$ cat config.mk
export PLATFORM = sky130hd
export DESIGN_NAME = uart_rx
export DESIGN_NICKNAME = d
export VERILOG_FILES = /design/src/rtl/uart_pkg.sv /design/src/rtl/sync2.sv /design/src/rtl/uart_rx.sv
export SDC_FILE = /design/constraint.sdc
export NUM_CORES = 1
export LEC_CHECK = 0
export CORE_UTILIZATION = 49
export CTS_BUF_LIST = sky130_fd_sc_hd__clkbuf_2
export DETAILED_ROUTE_END_ITERATION = 6
export HOLD_SLACK_MARGIN = 0.03
export PLACE_DENSITY = 0.7
export SYNTH_ARGS = -nofsm -noshare
export SYNTH_HDL_FRONTEND = slang
export SYNTH_SLANG_ARGS = --single-unit
$ cat constraint.sdc
create_clock -name clk -period 2 [get_ports clk]
set_input_delay 0.4 -clock clk [delete_from_list [all_inputs] [get_ports clk]]
set_output_delay 0.4 -clock clk [all_outputs]
set_load 0.03 [all_outputs]
$ cat src/rtl/uart_pkg.sv
// uart_pkg
// Shared definitions for the UART receive path: receiver state encoding,
// the default bit period for a 50 MHz clock at 9600 baud, and a short bit
// period used when simulating so that frames take a few hundred cycles.
package uart_pkg;

    // Receiver states. BREAK is entered after a bad stop bit and is left
    // only once the line has gone back high.
    typedef enum logic [2:0] {
        IDLE,
        START,
        DATA,
        STOP,
        BREAK
    } uart_state_t;

    // 50 MHz / 9600 baud.
    localparam int DEFAULT_BIT_TICKS = 5208;
    localparam int DEFAULT_CNT_W     = 13;

    // Short bit period for simulation.
    localparam int SIM_BIT_TICKS = 16;

endpackage : uart_pkg

$ cat src/rtl/sync2.sv
// sync2
// Two-flop synchronizer for an asynchronous pin input. Both flops reset to
// 1 so that an idle-high line reads idle straight out of reset. Shared by
// other pin inputs besides the UART receiver.
//
// Ports:
//   i_clk   - destination clock
//   i_rst_n - asynchronous active-low reset (flops go to 1)
//   i_d     - asynchronous input
//   o_q     - synchronised output, two clk cycles behind i_d
module sync2 (
    input  logic i_clk,
    input  logic i_rst_n,
    input  logic i_d,
    output logic o_q
);

    logic r_meta;
    logic r_sync;

    // First flop may go metastable; the second gives it a full cycle to settle.
    always_ff @(posedge i_clk or negedge i_rst_n) begin
        if (!i_rst_n) begin
            r_meta <= 1'b1;
            r_sync <= 1'b1;
        end else begin
            r_meta <= i_d;
            r_sync <= r_meta;
        end
    end

    assign o_q = r_sync;

endmodule : sync2

$ cat src/rtl/uart_rx.sv
// uart_rx
// 8N1 UART receiver. Synchronises the raw RX pin, finds the start bit,
// samples each data bit in the middle of its bit period and checks the
// stop bit. A good frame updates rx_data and pulses rx_done for one cycle
// (rx_done drives the load input of the receive holding register, rx_data
// its data input). A low stop bit pulses framing_err instead and the
// receiver then waits for the line to return high before looking for the
// next start bit, so a held-low line never produces a stream of frames.
//
// Ports:
//   clk         - system clock
//   reset       - asynchronous active-low reset
//   rx          - raw serial line, idles high, asynchronous to clk
//   rx_data     - last correctly framed byte
//   rx_done     - one-cycle strobe when rx_data has just been updated
//   framing_err - one-cycle strobe when the stop bit was sampled low
//   busy        - high while a frame is in progress
//
// BIT_TICKS must be even and at least 4; 2**CNT_W must exceed BIT_TICKS.
module uart_rx
    import uart_pkg::*;
#(
    parameter int BIT_TICKS = DEFAULT_BIT_TICKS,
    parameter int CNT_W     = DEFAULT_CNT_W
) (
    input  logic       clk,
    input  logic       reset,
    input  logic       rx,
    output logic [7:0] rx_data,
    output logic       rx_done,
    output logic       framing_err,
    output logic       busy
);

    // The start bit is confirmed half a bit in; from then on every sample
    // is a full bit period later, which lands each one mid-bit.
    localparam logic [CNT_W-1:0] HALF_LAST = CNT_W'(BIT_TICKS / 2 - 1);
    localparam logic [CNT_W-1:0] FULL_LAST = CNT_W'(BIT_TICKS - 1);

    logic              w_rxs;

    uart_state_t       r_state;
    logic [CNT_W-1:0]  r_tickCnt;
    logic [2:0]        r_bitIdx;
    logic [7:0]        r_shift;
    logic [7:0]        r_data;
    logic              r_done;
    logic              r_err;

    uart_state_t       w_stateNext;
    logic [CNT_W-1:0]  w_tickNext;
    logic [2:0]        w_bitIdxNext;
    logic [7:0]        w_shiftNext;
    logic [7:0]        w_dataNext;
    logic              w_doneNext;
    logic              w_errNext;

    sync2 u_sync (
        .i_clk   (clk),
        .i_rst_n (reset),
        .i_d     (rx),
        .o_q     (w_rxs)
    );

    // State and datapath registers. Strobes are registered so that they are
    // glitch-free and line up with the rx_data update.
    always_ff @(posedge clk or negedge reset) begin
        if (!reset) begin
            r_state   <= IDLE;
            r_tickCnt <= '0;
            r_bitIdx  <= '0;
            r_shift   <= '0;
            r_data    <= '0;
            r_done    <= 1'b0;
            r_err     <= 1'b0;
        end else begin
            r_state   <= w_stateNext;
            r_tickCnt <= w_tickNext;
            r_bitIdx  <= w_bitIdxNext;
            r_shift   <= w_shiftNext;
            r_data    <= w_dataNext;
            r_done    <= w_doneNext;
            r_err     <= w_errNext;
        end
    end

    // Next-state and datapath logic. Strobes default low so each one lasts
    // exactly one cycle; rx_data only moves together with rx_done.
    always_comb begin
        w_stateNext  = r_state;
        w_tickNext   = r_tickCnt;
        w_bitIdxNext = r_bitIdx;
        w_shiftNext  = r_shift;
        w_dataNext   = r_data;
        w_doneNext   = 1'b0;
        w_errNext    = 1'b0;

        unique case (r_state)
            IDLE: begin
                w_tickNext = '0;
                if (!w_rxs) begin
                    w_stateNext = START;
                end
            end

            START: begin
                if (r_tickCnt == HALF_LAST) begin
                    w_tickNext = '0;
                    // A line that is already high again was only a glitch.
                    if (!w_rxs) begin
                        w_stateNext  = DATA;
                        w_bitIdxNext = '0;
                    end else begin
                        w_stateNext = IDLE;
                    end
                end else begin
                    w_tickNext = r_tickCnt + 1'b1;
                end
            end

            DATA: begin
                if (r_tickCnt == FULL_LAST) begin
                    w_tickNext   = '0;
                    // LSB arrives first, so after eight right shifts it
                    // ends up in bit 0.
                    w_shiftNext  = {w_rxs, r_shift[7:1]};
                    w_bitIdxNext = r_bitIdx + 1'b1;
                    if (r_bitIdx == 3'd7) begin
                        w_stateNext = STOP;
                    end
                end else begin
                    w_tickNext = r_tickCnt + 1'b1;
                end
            end

            STOP: begin
                if (r_tickCnt == FULL_LAST) begin
                    w_tickNext = '0;
                    if (w_rxs) begin
                        w_dataNext  = r_shift;
                        w_doneNext  = 1'b1;
                        w_stateNext = IDLE;
                    end else begin
                        w_errNext   = 1'b1;
                        w_stateNext = BREAK;
                    end
                end else begin
                    w_tickNext = r_tickCnt + 1'b1;
                end
            end

            BREAK: begin
                w_tickNext = '0;
                if (w_rxs) begin
                    w_stateNext = IDLE;
                end
            end

            default: begin
                w_stateNext = IDLE;
                w_tickNext  = '0;
            end
        endcase
    end

    assign rx_data     = r_data;
    assign rx_done     = r_done;
    assign framing_err = r_err;
    assign busy        = (r_state != IDLE);

endmodule : uart_rx

==> out/metrics.yaml, run 1 <==
status: "finished clean"
timing.rr.end: "rx_data[1]"
hold_viol_final: 0
fillCellCount: 280
hold_path.class: "reg -> reg"
syn_area_per_cell_sq_um: 12.19
rsz0062_at_grt: "no"
setup_viol: 0
r2r_cells: 5
period_needed_ns: 1.904
die_w_um: 62.26
wl_per_cell_um: 13.51
synth.yosys.seq_area_share: 0.5499
critPathRequiredTime_ns: 1.60
worst-path-buf-inv: 1
synth-seq-cells: 39
io_buffers: 13
cts_tree: "yes"
arrival_ns: 1.50
nets: 183
syn_to_final_growth_pct: 18.49
synthCells: 146
holdWs_ns: 0.3705
n_antenna_cell: 0
slew_headroom: 0.6133
crit_family: "flip-flops"
power_density_mw_per_mm2: 550.4
vias: 1191
hpwl_um: 2201
grt_usage: 0.1839
end_kind: "primary output"
max_stage_delay_ns: 0.41
cts.path.max_buffers: 2
grt_max_degree: 28
whs_path_depth: 0
antenna_found_initial: 0
r2r_setup_slack_ns: 0.16
dr.pass1.iters: 4
grt_pass1_wl_um: 5506
worstMarginPinSlew_ns: 0.5801
numCtsBuffers: 5
drc_errors: 0
rr_startpoint: "r_tickCnt[0]"
ys_types: 36
multi_input_area_sq_um: 755.7
row_count: 21
critPathKind: "reg -> out"
maxCapViolations: 0
cp_slowest_cell: "dfrtp_1"
overflow: 0
fp.coreArea_sq_mm: 0.003416
cp_max_fo: 2
regArea_sq_um: 979.7
crit_chain: "or3_1 -> clkdlybuf4s15_1"
period_share: 0.9521
ios: 14
irDropWorstVdd_mv: 0.3670
die_area_sq_mm: 0.003876
grt_pass1_vias: 1176
ys_warn_count: 0
p_leak_nw: 0.9681
power_mw: 1.160
worst_setup_path_start_kind: "flip-flop"
synth_nets: 152
hp-start: "u_sync.r_meta"
drive_gt1_frac: 0.2809
drv_slew: 0
wl_um: 3026
clkLatencyLatePin_ns: 0.39
synthesis.area_sq_mm: 0.001779
clk_pin_slew_worst_paths_ns: 0.20
first_iter_violations: 55
fin_cells: 224
gp_congestion: 0.8323
cts_root_buffer: "clkbuf_2"
clock_skew_ns: 0.01835
min_to: "u_sync.o_q"
vias_per_cell: 5.317
initial_utilization: 0.5209
fp.dieH_um: 62.26
dp.cells: 213
fin_tns_setup_ns: 0
htreeDepth: 2
fmax_mhz: 525.2
clock_sinks: 39
postRouteAntennaNets: 0
[area by class of cell]
cell class / count / area share
clock buffers: 5 / 0.01187
clock inverters: 3 / 0.009496
inverters: 2 / 0.003561
multi-input cells: 98 / 0.3585
flip-flops and latches: 39 / 0.4647
well taps: 46 / 0.02730
repair buffers: 31 / 0.1246
[cell usage in the layout (no fill, tap or decap), drive strengths merged, types with 3 or more instances in the layout]
cell,n
buf,18
clkbuf,5
clkdlybuf4s50,11
dfrtp,37
ha,3
mux2,16
nand2,4
nand3,7
nand4,6
nor2,15
nor3,6
nor4b,4
xnor2,7
xor2,5
[worst max path at each step]
| stage | end | start | slack [ns] | cells after the start |
|---|---|---|---|---|
| 6_report | busy | r_state[1] | 0.1 | 2 |
| 3_5_place_dp | rx_data[3] | r_tickCnt[0] | 0.07 | 5 |
| 4_1_cts | busy | r_state[2] | 0.01 | 2 |
| 5_1_grt | busy | r_state[1] | 0.004 | 2 |
| 3_3_place_gp | rx_data[4] | r_tickCnt[0] | 0.16 | 5 |
| 2_1_floorplan | rx_data[0] | r_tickCnt[0] | 0.17 | 5 |
[metrics by stage]
step                cell area (sq um)  utilization  worst slack [ns]
detailed placement               2037       0.5963           0.07020
global route                     2108       0.6172          0.003551
global placement                 2037       0.5963            0.1625
finish                           2108       0.6172           0.09581
floorplan                        1779            -            0.1697
CTS                              2092       0.6125           0.01381
[report_power, final]
group          internal [mW]  switching (mW)  leakage (nW)  total [mW]
combinational        0.00783          0.0172         0.422      0.0251
clock                 0.0829           0.257        0.0250       0.340
sequential             0.793         0.00231         0.522       0.796
total                  0.884           0.277         0.968        1.16
[synth_stat cells (all sizes together)]
cell    count  share of area
xor2        5          0.025
and4bb      1         0.0070
nor3        6          0.023
ha          3          0.021
nand4       6          0.021
dfrtp      37           0.52
nor2       15          0.032
a31oi       2         0.0070
a22o        2         0.0098
nor3b       1         0.0042
o22ai       1         0.0035
a211o       1         0.0056
nor4bb      2          0.011
nand3       7          0.027
xnor2       7          0.034
inv         2         0.0042
nand3b      1         0.0042
mux2       16           0.10
nand2b      1         0.0035
a21oi       2         0.0056
and4        2         0.0098
or3         2         0.0070
clkbuf      3         0.0063
and4b       1         0.0056
nor4        1         0.0035
nor2b       1         0.0035
buf         4          0.015
nand2       4         0.0084
dfstp       2          0.030
and2        2         0.0070
o21ai       2         0.0056
nor4b       4          0.028
[flip-flops by register name, indices dropped and copies added (netlist names)]
signal         count
r_bitIdx           3
framing_err        1
u_sync.r_meta      1
r_tickCnt         13
r_shift            8
r_state            3
rx_data            8
rx_done            1
u_sync.o_q         1
[kinds of logic (layout without fill, tap and decap cells)]
family / Yosys count / in the layout / share of synthesized area
AND/OR/NAND/NOR: 57 / 57 / 0.2061
AO/OA/AOI/OAI: 10 / 10 / 0.03728
XOR/XNOR: 12 / 12 / 0.05907
flip-flops: 39 / 39 / 0.5499
adder cells (fa/ha/maj): 3 / 3 / 0.02110
multiplexers: 16 / 16 / 0.1013
buffers and inverters: 9 / 41 / 0.02531
[metal layers]
| metal | track usage | part of all wire | up-vias |
|---|---|---|---|
| met2 | 0.2981 | 0.48 | 28 |
| met3 | 0.05147 | 0.049 | 4 |
| met1 | 0.2423 | 0.46 | 573 |
| met5 | 0 | 0 | - |
| li1 | - | - | 586 |
| met4 | 0.05233 | 0.010 | 0 |
[repair_timing]
item                       CTS  global route
resized for setup            2             1
setup endpoints to repair    1             9
hold endpoints to repair    23             0
buffers inserted             0             2
pin swaps                    0             1
hold buffers                 1             0
(Power assumes the default switching activity.)
==> run 2: changes to the inputs <==
--- a/config.mk
+++ b/config.mk
@@ -5,11 +5,13 @@
 export SDC_FILE = /design/constraint.sdc
 export NUM_CORES = 1
 export LEC_CHECK = 0
-export CORE_UTILIZATION = 49
+export CELL_PAD_IN_SITES_DETAIL_PLACEMENT = 1
+export CELL_PAD_IN_SITES_GLOBAL_PLACEMENT = 2
+export CORE_UTILIZATION = 41
 export CTS_BUF_LIST = sky130_fd_sc_hd__clkbuf_2
 export DETAILED_ROUTE_END_ITERATION = 6
 export HOLD_SLACK_MARGIN = 0.03
-export PLACE_DENSITY = 0.7
+export PLACE_DENSITY = 0.82
 export SYNTH_ARGS = -nofsm -noshare
 export SYNTH_HDL_FRONTEND = slang
 export SYNTH_SLANG_ARGS = --single-unit
==> out/metrics.yaml, run 2 (synthesis gave the netlist of run 1 again) <==
clock_skew_ns: 0.01172  # was 0.01835 ns
overflow: 0  # unchanged
io_buffers: 13  # unchanged
ios: 14  # unchanged
end_kind: "primary output"  # unchanged
hpwl_um: 2498  # was 2201 um
clkPwrFrac: 0.352  # was 0.293
irDropWorstVdd_mv: 0.3244  # was 0.3670 mV
p_leak_nw: 0.9725  # was 0.9681 nW
cts.path.max_buffers: 2  # unchanged
clk_pin_slew_worst_paths_ns: 0.17  # was 0.20 ns
wl_um: 3636  # was 3026 um
arrival_ns: 1.49  # was 1.50 ns
hold_viol_final: 0  # unchanged
vias: 1229  # was 1191
grt_pass1_vias: 1248  # was 1176
top_register: "r_tickCnt"  # unchanged
hp-start: "u_sync.r_meta"  # unchanged
row_count: 23  # was 21
whs_path_depth: 0  # unchanged
postRouteAntennaNets: 0  # unchanged
p_int_mw: 1.006  # was 0.8840 mW
wl_per_cell_um: 16.09  # was 13.51 um
r2r_setup_slack_ns: 0.14  # was 0.16 ns
worst_setup_path_start_kind: "flip-flop"  # unchanged
r2r_cells: 7  # was 5
fp.dieH_um: 67.88  # was 62.26 um
fmax_mhz: 528.9  # was 525.2 MHz
drc_errors: 0  # unchanged
setup_viol: 0  # unchanged
rr_startpoint: "r_tickCnt[0]"  # unchanged
clkLatencyLatePin_ns: 0.37  # was 0.39 ns
status: "finished clean"  # unchanged
vias_per_cell: 5.438  # was 5.317
nets: 181  # was 183
largest_register_ffs: 13  # unchanged
hold_path.class: "reg -> reg"  # unchanged
cts_root_buffer: "clkbuf_2"  # unchanged
syn_to_final_growth_pct: 19.97  # was 18.49%
comb_power_share: 0.019  # was 0.022
p_sw_mw: 0.2598  # was 0.2765 mW
power_frac_seq: 0.629  # was 0.686
critPathKind: "reg -> out"  # unchanged
dpl-instance-area_sq_mm: 0.002027  # was 0.002037 sq mm
dr.pass1.iters: 4  # unchanged
grt_max_degree: 40  # was 28
n_antenna_cell: 0  # unchanged
period_needed_ns: 1.891  # was 1.904 ns
fillCellCount: 441  # was 280
final_util: 0.5224  # was 0.6172
first_iter_violations: 61  # was 55
timing.rr.end: "r_tickCnt[9]"  # was rx_data[1]
drive_gt1_frac: 0.2727  # was 0.2809
grt_usage: 0.1812  # was 0.1839
numCtsBuffers: 5  # unchanged
fp.coreArea_sq_mm: 0.004086  # was 0.003416 sq mm
maxCapViolations: 0  # unchanged
grt_pass1_wl_um: 6003  # was 5506 um
die_w_um: 67.88  # was 62.26 um
critPathRequiredTime_ns: 1.60  # about the same
cp_max_fo: 2  # unchanged
gp_congestion: 0.7682  # was 0.8323
final_common_cell: "dfrtp_1"  # unchanged
worstMarginPinSlew_ns: 0.4915  # was 0.5801 ns
period_share: 0.9454  # was 0.9521
cts_tree: "yes"  # unchanged
drv_slew: 0  # unchanged
min_to: "u_sync.o_q"  # unchanged
antenna_found_initial: 0  # unchanged
fin_tns_setup_ns: 0  # unchanged
initial_utilization: 0.4354  # was 0.5209
slew_headroom: 0.6723  # was 0.6133
die_area_sq_mm: 0.004607  # was 0.003876 sq mm
power_density_mw_per_mm2: 592.8  # was 550.4 mW/mm^2
htreeDepth: 2  # unchanged
clock_sinks: 39  # unchanged
power.share.switching: 0.2053  # was 0.2383
final_area_sq_mm: 0.002135  # was 0.002108 sq mm
final_cell_mix: "36 x dfrtp_1, 16 x mux2_2, 15 x nor2_1"  # was 36 x dfrtp_1, 17 x buf_4, 16 x mux2_2
run 2: cell types whose count changed in the layout (fill, tap and decap cells not counted), sizes merged:
cell,delta
bufinv,+1
clkinvlp,-2
clkdlybuf4s15,-1
clkinv,+1
dlygate4sd2,+1
buf,-2
run 2: worst max-delay path by stage:
stage	from	slack (ns)	to	cells after the start
after floorplan	r_tickCnt[0]	0.17	rx_data[0]	5
after global placement	r_tickCnt[0]	0.18	rx_data[2]	5
after detailed placement	r_tickCnt[0]	0.09	rx_data[7]	5
after CTS	r_state[2]	0.02	busy	2
after global routing	r_tickCnt[0]	-0.03	r_tickCnt[9]	7
final	r_state[1]	0.11	busy	2
run 2: area by class of cell:
type	count	area [sq um]	area share
flip-flops and latches	39	979.7	0.4590
inverters	2	7.507	0.003517
well taps	50	62.56	0.02931
repair buffers	29	259.0	0.1213
clock inverters	3	38.79	0.01817
multi-input cells	98	762.0	0.3570
clock buffers	5	25.02	0.01172
run 2: power by group through the flow:
stage          Combinational, mW  Sequential [mW]  Clock, mW
2_1_floorplan            0.00323            0.809          0
3_3_place_gp              0.0230            0.810          0
3_5_place_dp              0.0238            0.810          0
4_1_cts                   0.0251            0.796      0.468
5_1_grt                   0.0276            0.797      0.490
6_report                  0.0239            0.796      0.446
run 2: per-layer routing:
layer / global-route usage / wire, um / up-vias / share of wire
met5: 0 / 0 / - / 0
li1: - / - / 581 / -
met4: 0.06510 / 58 / 0 / 0.016
met3: 0.04833 / 83 / 10 / 0.023
met2: 0.2884 / 1829 / 15 / 0.50
met1: 0.2371 / 1664 / 623 / 0.46
run 2: critical path: stages, from the launching register on:
cell,delay (ns)
dfrtp_1,0.41
or3_1,0.36
dlygate4sd2_1,0.36
run 2: stage by stage:
step                setup slack [ns]  cells  total power, mW  hold WS (ns)
floorplan                     0.1697    146           0.8121        0.1044
global placement              0.1762    215           0.8326        0.3486
detailed placement           0.08766    215           0.8335        0.3475
CTS                          0.02264    224            1.289        0.3755
global route                -0.03004    226            1.315        0.3829
finish                        0.1092    226            1.265        0.3731
run 2: repair_timing:
action | 4_1_cts | 5_1_grt
pin swaps | 0 | 1
endpoints found under the setup margin | 1 | 11
resized for setup | 2 | 1
endpoints found under the hold margin | 10 | 0
buffers inserted | 0 | 2
hold buffers | 1 | 0
cloned | 0 | 0
==> run 3: changes to the inputs <==
--- a/config.mk
+++ b/config.mk
@@ -9,6 +9,7 @@
 export CELL_PAD_IN_SITES_GLOBAL_PLACEMENT = 2
 export CORE_UTILIZATION = 41
 export CTS_BUF_LIST = sky130_fd_sc_hd__clkbuf_2
+export CTS_CLUSTER_DIAMETER = 200
 export DETAILED_ROUTE_END_ITERATION = 6
 export HOLD_SLACK_MARGIN = 0.03
 export PLACE_DENSITY = 0.82
==> results of run 3 <==
The final DEF is identical to that of run 2; final timing and power are the same.
